### src/rtl/wb_req_arbiter.sv
// wb_req_arbiter: N-way arbiter for cache writeback/release requests feeding one writeback unit.
//
// Each channel presents a request (tag, idx, param, way_en, voluntary) plus a `last` flag that
// marks the final beat of a multi-beat transaction. A combinational one-hot grant picks a channel
// (round-robin or fixed priority), and the accepted beat is captured in a single registered
// output slot. Once a channel sends a beat with last=0 it owns the arbiter until it sends last=1.
//
// Parameters:
//   N        number of request channels (>= 2)
//   TAG_W    tag width
//   IDX_W    set index width
//   PARAM_W  TileLink shrink/report param width
//   WAY_W    one-hot way enable width
//   RR       1 = round-robin, 0 = fixed priority (channel 0 highest)
//
// Ports:
//   clock                 sole clock, rising edge
//   reset                 synchronous, active-low
//   io_in_valid[N]        per-channel request valid
//   io_in_ready[N]        per-channel accept (only ever set for the granted channel)
//   io_in_bits_*          packed per-channel payload, channel i at [i*W +: W]
//   io_in_bits_last[N]    1 = final beat of the channel's transaction
//   io_out_ready          downstream accept
//   io_out_valid          registered output valid
//   io_out_bits_*         registered payload of the accepted beat
//   io_out_chosen         registered index of the channel that supplied the payload
//
// Optional build macro:
//   WB_ARB_ASSERT_EN      compiles in simulation-only protocol/fairness assertions.
//                         Without it no assertion code exists and the logic is unchanged.

module wb_req_arbiter #(
  parameter int unsigned N       = 4,
  parameter int unsigned TAG_W   = 20,
  parameter int unsigned IDX_W   = 6,
  parameter int unsigned PARAM_W = 3,
  parameter int unsigned WAY_W   = 8,
  parameter int unsigned RR      = 1
) (
  input  logic                   clock,
  input  logic                   reset,
  input  logic [N-1:0]           io_in_valid,
  output logic [N-1:0]           io_in_ready,
  input  logic [N*TAG_W-1:0]     io_in_bits_tag,
  input  logic [N*IDX_W-1:0]     io_in_bits_idx,
  input  logic [N*PARAM_W-1:0]   io_in_bits_param,
  input  logic [N*WAY_W-1:0]     io_in_bits_way_en,
  input  logic [N-1:0]           io_in_bits_voluntary,
  input  logic [N-1:0]           io_in_bits_last,
  input  logic                   io_out_ready,
  output logic                   io_out_valid,
  output logic [TAG_W-1:0]       io_out_bits_tag,
  output logic [IDX_W-1:0]       io_out_bits_idx,
  output logic [PARAM_W-1:0]     io_out_bits_param,
  output logic [WAY_W-1:0]       io_out_bits_way_en,
  output logic                   io_out_bits_voluntary,
  output logic [$clog2(N)-1:0]   io_out_chosen
);

  localparam int unsigned CW = $clog2(N);

  // Output slot
  logic               out_valid_q, out_valid_d;
  logic [TAG_W-1:0]   tag_q, tag_d;
  logic [IDX_W-1:0]   idx_q, idx_d;
  logic [PARAM_W-1:0] param_q, param_d;
  logic [WAY_W-1:0]   way_q, way_d;
  logic               vol_q, vol_d;
  logic [CW-1:0]      chosen_q, chosen_d;

  // Arbitration state
  logic               lock_q, lock_d;
  logic [CW-1:0]      lock_id_q, lock_id_d;
  logic [CW-1:0]      ptr_q, ptr_d;

  // Combinational arbitration
  logic [N-1:0]       hi_mask;
  logic [N-1:0]       pick_vec;
  logic [N-1:0]       grant_free;
  logic [N-1:0]       grant_lock;
  logic [N-1:0]       grant;
  logic               found;
  logic               enq;
  logic [N-1:0]       fire;
  logic               fire_any;

  // Selected (granted) channel payload
  logic [CW-1:0]      win_idx;
  logic               win_last;
  logic [TAG_W-1:0]   sel_tag;
  logic [IDX_W-1:0]   sel_idx;
  logic [PARAM_W-1:0] sel_param;
  logic [WAY_W-1:0]   sel_way;
  logic               sel_vol;
  logic [CW-1:0]      ptr_next;

  // Round-robin: prefer valid channels at or above ptr; if none, wrap to the lowest valid one.
  // Fixed priority is the same search with the upper-half preference disabled.
  always_comb begin
    hi_mask = '0;
    for (int unsigned i = 0; i < N; i++) begin
      hi_mask[i] = io_in_valid[i] & (CW'(i) >= ptr_q);
    end
    pick_vec = ((RR != 0) && (hi_mask != '0)) ? hi_mask : io_in_valid;

    grant_free = '0;
    found      = 1'b0;
    for (int unsigned i = 0; i < N; i++) begin
      if (!found && pick_vec[i]) begin
        grant_free[i] = 1'b1;
        found         = 1'b1;
      end
    end

    // While locked only the owner may be granted; if it idles, nobody is.
    grant_lock            = '0;
    grant_lock[lock_id_q] = io_in_valid[lock_id_q];

    grant = lock_q ? grant_lock : grant_free;
  end

  // The slot can take a beat when empty or when its current beat leaves this cycle.
  assign enq         = ~out_valid_q | io_out_ready;
  assign io_in_ready = grant & {N{enq}};
  assign fire        = io_in_valid & io_in_ready;
  assign fire_any    = |fire;

  always_comb begin
    win_idx   = '0;
    win_last  = 1'b0;
    sel_tag   = '0;
    sel_idx   = '0;
    sel_param = '0;
    sel_way   = '0;
    sel_vol   = 1'b0;
    for (int unsigned i = 0; i < N; i++) begin
      if (grant[i]) begin
        win_idx   = CW'(i);
        win_last  = io_in_bits_last[i];
        sel_tag   = io_in_bits_tag[i*TAG_W +: TAG_W];
        sel_idx   = io_in_bits_idx[i*IDX_W +: IDX_W];
        sel_param = io_in_bits_param[i*PARAM_W +: PARAM_W];
        sel_way   = io_in_bits_way_en[i*WAY_W +: WAY_W];
        sel_vol   = io_in_bits_voluntary[i];
      end
    end
  end

  // Explicit wrap keeps non-power-of-two N correct.
  assign ptr_next = (win_idx == CW'(N - 1)) ? '0 : win_idx + CW'(1);

  always_comb begin
    out_valid_d = out_valid_q;
    tag_d       = tag_q;
    idx_d       = idx_q;
    param_d     = param_q;
    way_d       = way_q;
    vol_d       = vol_q;
    chosen_d    = chosen_q;
    lock_d      = lock_q;
    lock_id_d   = lock_id_q;
    ptr_d       = ptr_q;

    if (enq) begin
      out_valid_d = fire_any;
      if (fire_any) begin
        tag_d    = sel_tag;
        idx_d    = sel_idx;
        param_d  = sel_param;
        way_d    = sel_way;
        vol_d    = sel_vol;
        chosen_d = win_idx;
      end
    end

    if (fire_any) begin
      if (win_last) begin
        // Transaction complete: release ownership and rotate priority past the winner.
        lock_d = 1'b0;
        ptr_d  = ptr_next;
      end else begin
        lock_d    = 1'b1;
        lock_id_d = win_idx;
      end
    end
  end

  always_ff @(posedge clock) begin
    if (!reset) begin
      out_valid_q <= 1'b0;
      tag_q       <= '0;
      idx_q       <= '0;
      param_q     <= '0;
      way_q       <= '0;
      vol_q       <= 1'b0;
      chosen_q    <= '0;
      lock_q      <= 1'b0;
      lock_id_q   <= '0;
      ptr_q       <= '0;
    end else begin
      out_valid_q <= out_valid_d;
      tag_q       <= tag_d;
      idx_q       <= idx_d;
      param_q     <= param_d;
      way_q       <= way_d;
      vol_q       <= vol_d;
      chosen_q    <= chosen_d;
      lock_q      <= lock_d;
      lock_id_q   <= lock_id_d;
      ptr_q       <= ptr_d;
    end
  end

  assign io_out_valid          = out_valid_q;
  assign io_out_bits_tag       = tag_q;
  assign io_out_bits_idx       = idx_q;
  assign io_out_bits_param     = param_q;
  assign io_out_bits_way_en    = way_q;
  assign io_out_bits_voluntary = vol_q;
  assign io_out_chosen         = chosen_q;

`ifdef WB_ARB_ASSERT_EN
  // A locked owner mid-transaction that is being back-pressured must keep its request up.
  a_lock_hold: assert property (@(posedge clock) disable iff (!reset)
    lock_q && io_in_valid[lock_id_q] && !io_in_bits_last[lock_id_q] && !io_in_ready[lock_id_q]
    |=> io_in_valid[lock_id_q]);

  a_out_stable: assert property (@(posedge clock) disable iff (!reset)
    io_out_valid && !io_out_ready
    |=> io_out_valid && $stable({io_out_bits_tag, io_out_bits_idx, io_out_bits_param,
                                 io_out_bits_way_en, io_out_bits_voluntary, io_out_chosen}));

  a_grant_onehot: assert property (@(posedge clock) disable iff (!reset) $onehot0(grant));

  // Count completed transactions by other channels while a channel waits continuously.
  int unsigned wait_cnt [N];

  always_ff @(posedge clock) begin
    for (int unsigned i = 0; i < N; i++) begin
      if (!reset || !io_in_valid[i] || fire[i]) begin
        wait_cnt[i] <= 0;
      end else if (fire_any && win_last) begin
        wait_cnt[i] <= wait_cnt[i] + 1;
      end
    end
  end

  for (genvar g = 0; g < N; g++) begin : g_starve
    a_no_starve: assert property (@(posedge clock) disable iff (!reset)
      (RR == 0) || (wait_cnt[g] <= N));
  end
`endif

endmodule

### config.mk
export PLATFORM = sky130hd
export DESIGN_NAME = wb_req_arbiter
export DESIGN_NICKNAME = d
export VERILOG_FILES = /design/src/rtl/wb_req_arbiter.sv
export SDC_FILE = /design/constraint.sdc
export NUM_CORES = 1
export LEC_CHECK = 0
export CAP_MARGIN = 10
export CELL_PAD_IN_SITES_DETAIL_PLACEMENT = 2
export CELL_PAD_IN_SITES_GLOBAL_PLACEMENT = 2
export CORE_ASPECT_RATIO = 0.8
export CORE_MARGIN = 1.5
export CORE_UTILIZATION = 17
export CTS_CLUSTER_DIAMETER = 30
export DETAILED_ROUTE_END_ITERATION = 10
export PLACE_DENSITY = 0.86
export SLEW_MARGIN = 20
export SYNTH_ARGS = -nofsm -noshare
export SYNTH_HDL_FRONTEND = slang
export SYNTH_SLANG_ARGS = --single-unit
### constraint.sdc
create_clock -name clock -period 2.2 [get_ports clock]
set_input_delay 0.33 -clock clock [delete_from_list [all_inputs] [get_ports clock]]
set_output_delay 0.33 -clock clock [all_outputs]
set_load 0.02 [all_outputs]
==> impl_metrics.toml <==
[clock_network]
cts_tree = "yes"
cts_root_buf = "clkbuf_16"
path_clk_slew_ps = 60
cts_htree_levels = 2
numCtsBuffers = 5
worstSkewPairLatency_ps = 290
clock-sinks = 46
cts_max_path_buffers = 2
holdBufCountCts = 0

[finish]
layout_common_cells = "clkdlybuf4s50_1 (198), nand2_1 (46), dfxtp_1 (43)"
final_common_cell = "clkdlybuf4s50_1"
final_cell_area_um2 = 5594
drive_above_1_share_pct = 14.78
final_nets = 710
final.fill_count = 1699
area_growth_pct = 108.8
diodes = 0
postLayoutCoreUtil_pct = 36.77

[yosys]
synth_ff_type = "dfxtp_1"
syn_area_um2 = 2679
async_flop_share_pct = 0
synth.net_count = 481
synth.area.top_cells = "dfxtp_1 (34%), a222oi_1 (14%), a31oi_1 (9.1%)"
synth-edff-count = 0
synth_cell_types = 50
syn-instance-count = 318
ys.warnings.count = 0
seq_area_frac_synth_pct = 34.38
synth.avg_cell_area_um2 = 8.424
synth_area_leader_cell = "dfxtp_1"
synth.ff_latch_count = 46
synth_top_area_share_pct = 34.38

[place]
place_hpwl_mm = 11.56
place_congestion = 0.8344
pre_cts_slack_ps = -466.5
port_buffers = 207
detailed_place.area_um2 = 5197

[routing]
routedWlPerCell_um = 20.03
drt_first_pass_iters = 5
avgViaCountPerCell = 4.939
vias = 3744
drt_iter0_drc = 247
ant_nets = 0
wirelength_mm = 15.18
drc = 0

[power_and_ir_drop]
vdd_drop_max_v = 0.0003656
power_frac_seq_pct = 21.3
swShare_pct = 41.33
combPwrFrac_pct = 65.4
power.density_nw_per_um2 = 1174
p_clk_share_pct = 13.3
p_int_uw = 3852
leakage_uw = 0.002048
netSwitchingPower_uw = 2713

[flow_run]
maxCapViolCount = 0

[die]
dieArea_um2 = 16520
pin_count = 208
start_util_pct = 17.61
die_w_um = 143.3
die_h_um = 115.3
row_count = 40
fp.coreArea_um2 = 15210

[sta]
fmax_mhz = 477.6
worst_slew_margin_rel_pct = 61.87
finalSetupViolations = 0
fin_crit_sh_pct = 95.17
fin_setup_tns_ps = 0
worst_slew_pin_slew_ps = 572.0
maxSlewViolCount = 0
skew_ps = 7.031
worst_slack_ps = 106.2
fin_crit_ps = 2094
final-hold-violation-count = 0

[run_status]
status = "complete, no violations"

[setup_path]
worstPathMaxFanout = 5
worstSetupStartpointType = "register"
required_ps = 1870
critPathCaptureType = "output port"
worstPathArrival_ps = 1760
path_class = "reg -> out"

[grt]
antenna_found_initial = 0
grt_pass1_wl_mm = 22.42
grtUsageTotal_pct = 17.71
grt_max_degree = 40
grt_pass1_vias = 4249
gr-total-overflow = 0

[worst_hold_path]
hp-class = "reg -> reg"
==> power by group through the flow <==
stage | Clock, uW | Combinational, uW | Sequential [uW]
2_1_floorplan | 0 | 1690 | 1670
3_3_place_gp | 0 | 3600 | 1370
3_5_place_dp | 0 | 3740 | 1400
4_1_cts | 909 | 4280 | 1390
5_1_grt | 940 | 4600 | 1440
6_report | 874 | 4290 | 1400
==> state kept, by name, indices dropped and copies added (netlist names) <==
name	count
io_out_bits_tag	20
io_out_valid	1
io_out_bits_idx	6
lock_id_q	2
io_out_bits_voluntary	1
io_out_bits_way_en	8
io_out_chosen	2
io_out_bits_param	3
ptr_q	2
lock_q	1
==> worst paths after layout <==
| path | slack (ps) | from | endpoint | depth (start not counted) |
|---|---|---|---|---|
| setup reg to reg | 140 | ptr_q[1]$_SDFFE_PN0P_ | io_out_bits_tag[12]$_SDFFE_PN0P_ | 9 |
| hold reg to reg | 520 | io_out_chosen[1]$_SDFFE_PN0P_ | io_out_chosen[1]$_SDFFE_PN0P_ | 2 |
| hold / removal | 520 | io_out_chosen[1]$_SDFFE_PN0P_ | io_out_chosen[1]$_SDFFE_PN0P_ | 2 |
| setup / recovery | 110 | ptr_q[1]$_SDFFE_PN0P_ | io_in_ready[2] | 6 |
==> cell families after synthesis <==
| group | after synthesis | share of synthesized area [%] |
|---|---|---|
| muxes | 2 | 0.7473 |
| and+or+nand+nor | 79 | 14.39 |
| buffers and inverters | 38 | 7.660 |
| AOI/OAI and AO/OA | 153 | 42.83 |
| DFF | 46 | 34.38 |
==> critical path, stage by stage, from the launching register on <==
cell and delay [ps]:
dfxtp_4 370, buf_4 150, a21oi_2 170, and4bb_1 240, a31o_2 220, and2_1 170
buf_2 160
==> metal layers <==
layer  up-vias  routed length (um)  global-route usage (%)
met1      1845                6173                   19.93
li1       1735                   -                       -
met3         7                1220                   4.290
met4         0                  72                   2.789
met5         -                   0                       0
met2       157                7718                   34.27
==> synthesized netlist by cell type (2+ instances only) <==
library cell  count
nand2_1          46
a222oi_1         38
and2_1            4
clkbuf_1         10
dfxtp_1          46
buf_4             6
o2111ai_1         2
nor3_1            3
nand3b_1          2
o21ai_1          43
a21o_1            2
a31oi_1          39
o21ai_0           5
inv_1             4
buf_2            14
nor2_1            6
nor2b_1           6
buf_6             3
a21oi_1           3
o211a_1           2
nand2b_1          3
o211ai_1          2
mux2i_1           2
==> layout make-up <==
type,count,area (um^2),area share [%]
multi-input combinational,234,1619,28.94
sequential,46,929.6,16.62
inverter,5,18.77,0.3355
clock inverter,3,40.04,0.7157
timing repair buffer,255,2599,46.45
clock buffer,5,125.1,2.237
tap,210,262.8,4.697
==> metrics by stage <==
| stage | hold slack (ps) | cells | power [uW] |
|---|---|---|---|
| detailed placement | 515.4 | 739 | 5136 |
| floorplan | 485.7 | 318 | 3359 |
| global placement | 504.1 | 739 | 4969 |
| global route | 543.3 | 758 | 6979 |
| finish | 520.2 | 758 | 6565 |
| CTS | 529.8 | 756 | 6582 |
==> what timing repair did <==
item	4_1_cts	5_1_grt
setup buffers	6	2
cloned	3	0
endpoints found under the setup margin	42	41
pin swaps	3	4
gates resized for setup	24	8
Power figures use the tool's default switching activity.
